===== src/rtl/zbuf_frame_scheduler.sv =====
// Frame-level double-buffer controller: clears the back colour/depth buffer, gates triangle
// hand-off to the rasterizer and swaps buffers on frame boundaries. Define ZSCHED_STATS_EN for counters.
module zbuf_frame_scheduler #(
  parameter int          WIDTH       = 64,
  parameter int          HEIGHT      = 64,
  parameter logic [7:0]  CLEAR_COLOR = 8'h00,
  parameter logic [8:0]  CLEAR_DEPTH = 9'h1FF
) (
  input  logic        clk_in,
  input  logic        rst_in,
  input  logic        new_frame,
  input  logic        obj_done,
  input  logic        raster_busy_in,
  input  logic        tri_valid_in,
  output logic        tri_ready_out,
  output logic        buf_sel,
  output logic [16:0] clr_addr,
  output logic [16:0] clr_data,
  output logic        clr_we0,
  output logic        clr_we1,
  output logic        frame_ready,
  output logic [7:0]  dropped_frames,
  output logic [15:0] tri_count
);

  localparam int          N         = WIDTH * HEIGHT;
  localparam logic [16:0] LAST_ADDR = 17'(N - 1);

  typedef enum logic [1:0] {
    S_CLEAR,
    S_DRAW,
    S_DONE
  } state_t;

  state_t state, state_nxt;
  logic   pending;
  logic   clearing;
  logic   last_write;
  logic   swap;
  logic   finish;

  assign clr_data   = {CLEAR_COLOR, CLEAR_DEPTH};
  assign clearing   = clr_we0 | clr_we1;
  assign last_write = clearing && (clr_addr == LAST_ADDR);
  assign swap       = (state == S_DONE) && new_frame;
  assign finish     = (state == S_DRAW) && pending && !raster_busy_in;

  // NOTE: every output of a combinational block gets a default first so no path infers a latch.
  always_comb begin
    state_nxt     = state;
    tri_ready_out = 1'b0;
    case (state)
      S_CLEAR: if (last_write) state_nxt = S_DRAW;
      S_DRAW: begin
        tri_ready_out = !raster_busy_in;
        if (finish) state_nxt = S_DONE;
      end
      S_DONE:  if (new_frame) state_nxt = S_CLEAR;
      default: state_nxt = S_CLEAR;
    endcase
  end

  // NOTE: sequential state uses non-blocking assignments so every register samples pre-edge values.
  always_ff @(posedge clk_in) begin
    if (rst_in) state <= S_CLEAR;
    else        state <= state_nxt;
  end

  always_ff @(posedge clk_in) begin
    if (rst_in) begin
      buf_sel     <= 1'b0;
      clr_addr    <= '0;
      clr_we0     <= 1'b0;
      clr_we1     <= 1'b0;
      frame_ready <= 1'b0;
      pending     <= 1'b0;
    end else begin
      frame_ready <= finish;

      if (finish)                        pending <= 1'b0;
      else if (obj_done && state != S_DONE) pending <= 1'b1;

      if (swap) begin
        // The old front buffer becomes the new back buffer and is cleared first.
        buf_sel  <= ~buf_sel;
        clr_addr <= '0;
        clr_we0  <= ~buf_sel;
        clr_we1  <= buf_sel;
      end else if (state == S_CLEAR) begin
        if (!clearing) begin
          // Idle cycle after reset: launch the clear of the current back buffer.
          clr_addr <= '0;
          clr_we0  <= buf_sel;
          clr_we1  <= ~buf_sel;
        end else if (last_write) begin
          clr_addr <= '0;
          clr_we0  <= 1'b0;
          clr_we1  <= 1'b0;
        end else begin
          clr_addr <= clr_addr + 17'd1;
        end
      end
    end
  end

`ifdef ZSCHED_STATS_EN
  logic accept;
  assign accept = tri_valid_in && tri_ready_out;

  always_ff @(posedge clk_in) begin
    if (rst_in) begin
      dropped_frames <= '0;
      tri_count      <= '0;
    end else begin
      if (new_frame && state != S_DONE && dropped_frames != 8'hFF)
        dropped_frames <= dropped_frames + 8'd1;
      if (swap)        tri_count <= '0;
      else if (accept) tri_count <= tri_count + 16'd1;
    end
  end
`else
  logic unused_tri_valid;
  assign unused_tri_valid = tri_valid_in;
  assign dropped_frames   = 8'd0;
  assign tri_count        = 16'd0;
`endif

endmodule


===== config.mk =====
export PLATFORM = sky130hd
export DESIGN_NAME = zbuf_frame_scheduler
export DESIGN_NICKNAME = d
export VERILOG_FILES = /design/src/rtl/zbuf_frame_scheduler.sv
export SDC_FILE = /design/constraint.sdc
export NUM_CORES = 1
export LEC_CHECK = 0
export CORE_MARGIN = 2
export CORE_UTILIZATION = 41
export DETAILED_ROUTE_END_ITERATION = 10
export GPL_TIMING_DRIVEN = 1
export MAX_ROUTING_LAYER = met4
export PLACE_DENSITY = 0.91
export RECOVER_POWER = 25
export SLEW_MARGIN = 10
export SYNTH_ARGS = -nofsm -noshare
export SYNTH_HDL_FRONTEND = slang
export SYNTH_SLANG_ARGS = --single-unit
export TNS_END_PERCENT = 50

===== constraint.sdc =====
create_clock -name clk_in -period 2.8 [get_ports clk_in]
set_clock_uncertainty 0.05 [all_clocks]
set_input_delay 0.56 -clock clk_in [delete_from_list [all_inputs] [get_ports clk_in]]
set_output_delay 0.56 -clock clk_in [all_outputs]
set_load 0.02 [all_outputs]

==> impl_results.md <==
* TritonCTS buffer count at 3
* Core Box Area at 3360 sq um
* Post-synth design cell area at 1440 sq um
* Post-Synth XOR/XNOR Area at 6.67%
* Initial DRC Count at 30
* Worst hold path type: reg -> reg
* PortBufs at 26
* CP Cell Sequence: dlygate4sd3_1 -> nor2_1 -> clkdlybuf4s50_1
* Root Buffer: clkbuf_4
* Area occupied by multi-input gates at 763 sq um
* Fmax at 410 MHz
* Hold wc startpoint: clr_we1
* CTS sink cnt at 24
* Remaining DRCs at 0
* RSZ-0062 raised after global routing: false
* Multiplexer share of the synthesized area at 1.47%
* GR Util All Layers at 12.7%
* Placed inst area at 1590 sq um
* Final HPWL DP at 1870 um
* Largest family of logic cells by synthesized area: simple AND/OR/NAND/NOR gates
* Setup bufs post-CTS at 0
* WHS Path Cells at 2
* Largest delay share family, worst path: buffers and inverters
* Synth Area in Compound Gates at 8.84%
* Cell with the most instances after synthesis: buf_4
* Post_cts resized at 0
* Number of diodes at 0
* Max Buffers Root-to-Sink at 2
* Final slew viol count at 0
* Reg2reg path depth at 6
* Synth warn at 0
* Seq cells post-synth at 24
* Final period util at 87.1%
* Vias in the first global route at 947
* RD Place Congestion at 0.806
* Max-cap violations at 0
* First-pass GRT wire length at 4050 um
* H-tree depth at 1
* Post-synth top area share at 33.3%
* Worst-margin pin slew at 536 ps
* FF-to-FF End: clr_addr[10]
* Routed length per instance at 10.1 um
* Synth Flop Type: dfxtp_1
* Avg Synthesized Cell Area at 8.20 sq um
* Clock Latency Late Sink at 320 ps
* Switching pwr at 0.200 mW
* FP Rows at 21
* Reg2reg setup slack at 570 ps
* Hold Fails Final Rpt at 0
* Pint at 0.463 mW
* Worst r2r src: clr_addr[0]
* Crit end category: output pin
* Sum of buffers and inverters on the critical path at 2
* Clock transition at path regs at 130 ps
* Layout Nets at 209
* Initial Utilization at 42.9%
* Total power at 0.663 mW
* Worst IR Drop VDD at 0.188 mV
* Max_slew headroom at 64.3%
* Async set or reset register ratio after synthesis at 0%
* Layout area overhead at 12.0%
* Fin area at 1620 sq um
* Synth area leaders: dfxtp_1 (33%), buf_4 (21%), xnor2_1 (5.5%), a21oi_1 (4.9%), nor2_1 (4.7%)
* Worst EP required at 2190 ps
* Finish-stage setup viols at 0
* Placed Instances at 243
* Seq. cell area at 480 sq um
* Post-synth EDFFs at 0
* Ratio of cells with drive above 1 in the final layout at 5.47%
* Status: complete, no violations
* Post-Synth Adder-Cell Area at 0.867%
* Worst Setup Start Kind: primary input
* Dominant cell type by area after synthesis: dfxtp_1
* P per Cell Area at 410 nW/um^2
* Post-DRT Antenna Nets at 0
* Sw Share at 30.2%
* DRT Wirelength at 2500 um
* Post-CTS Hold Fix Bufs at 0
* Tmin final at 2440 ps
* Netlist cell types at 35
* Via count at 1,107
* Initial antenna violation count at 0
* Most frequent cells after synthesis: buf_4 (41), dfxtp_1 (24), nor2_1 (18)
* Largest net degree at the start of global routing at 18
* Critical-path maximum fanout at 2
* Leakage power at 0.595 nW
* Sequential share of the synthesized area at 33.3%
* Non-filler cells, final at 247
* Setup TNS at 0 ps
* Arrival @ worst endpoint at 1830 ps
* Vias/cell at 4.48
* Slowest CP cell: clkdlybuf4s50_1
* Hold EP: clr_we1
* Cells after synthesis at 176
* Worst stage delay on the critical path at 610 ps
* Clock share of power at 27.9%
* Simple-gate share of the synthesized area at 24.8%
* Combinational power share at 18.3%
* Worst setup path category: in -> out
* Gr ovfl total at 0
* FILL cells at 359
* TritonCTS clock tree: built
* Die W at 63.3 um
* DR pass1 iterations at 4
* Sequential power share at 53.8%
* Num ports at 69
* Die Ht at 63.3 um
* Full die area at 4010 sq um
[worst min-delay path: cells and delay by family, from the launching register on]
kind | cells | cell delay [ps]
muxes | 1 | 60
and+or+nand+nor | 1 | 70
DFF | 1 | 350
[cell type report]
class                      count  share of cell area, %
clock buffer                   4                   2.24
inverter                       4                  0.929
multi-input combinational    142                   47.2
sequential                    24                   29.7
tap                           46                   3.56
timing repair buffer          27                   16.3
[worst max-delay path by stage]
stage,start,endpoint,depth (start not counted)
detailed placement,raster_busy_in,tri_ready_out,3
global placement,raster_busy_in,tri_ready_out,3
floorplan,clr_addr[0],clr_addr[10],7
CTS,raster_busy_in,tri_ready_out,3
finish,raster_busy_in,tri_ready_out,3
global route,clr_addr[0],clr_addr[10],6
[placed cells by master, fill, tap and decap left out, drive strengths merged]
cell type      instances
or2                    3
nor3                   4
ha                     1
nand4bb                1
dlygate4sd3            7
nand2                  9
or4b                   1
a31o                   2
nand2b                 5
o31ai                  1
and4                   1
nand3                  5
xnor2                  9
or4                    2
mux2i                  1
or3b                   1
nand4                  5
a211o                  2
nor2b                  1
nand3b                 2
clkdlybuf4s50         19
a21oi                 14
xor2                   2
inv                    4
conb                  41
nor4                   3
or3                    3
clkbuf                 5
and3                   1
dfxtp                 24
nor2                  18
mux2                   1
o21ai                  3
[flip-flops by register name, indices dropped and copies added, names as in the netlist]
name,flops
frame_ready,1
buf_sel,1
clr_we1,1
clr_addr,17
clr_we0,1
state,2
pending,1
[through the flow]
stage | worst slack [ps] | util (%) | hold WS (ps)
3_5_place_dp | 488 | 47.3 | 452
5_1_grt | 279 | 48.1 | 486
4_1_cts | 480 | 48.4 | 473
2_1_floorplan | 644 | - | 432
6_report | 362 | 48.1 | 468
3_3_place_gp | 512 | 47.3 | 440
[metal layers]
layer,global-route usage (%),up-vias,part of all wire [%]
li1,-,560,-
met5,-,-,0
met2,21.2,41,49
met3,1.79,4,6.0
met1,15.0,502,44
met4,6.52,0,1.6
[cells by family after synthesis]
group | count (synthesis)
AOI/OAI and AO/OA | 22
DFF | 24
adders and majority gates | 1
other | 2
buffers and inverters | 49
muxes | 2
and+or+nand+nor | 65
xor gates and xnor gates | 11
[power by group through the flow]
stage | combinational, mW | clock, mW | sequential [mW]
2_1_floorplan | 0.134 | 0 | 0.372
3_3_place_gp | 0.122 | 0 | 0.365
3_5_place_dp | 0.123 | 0 | 0.365
4_1_cts | 0.124 | 0.193 | 0.357
5_1_grt | 0.132 | 0.205 | 0.358
6_report | 0.121 | 0.185 | 0.357
Power figures use the tool's default switching activity.
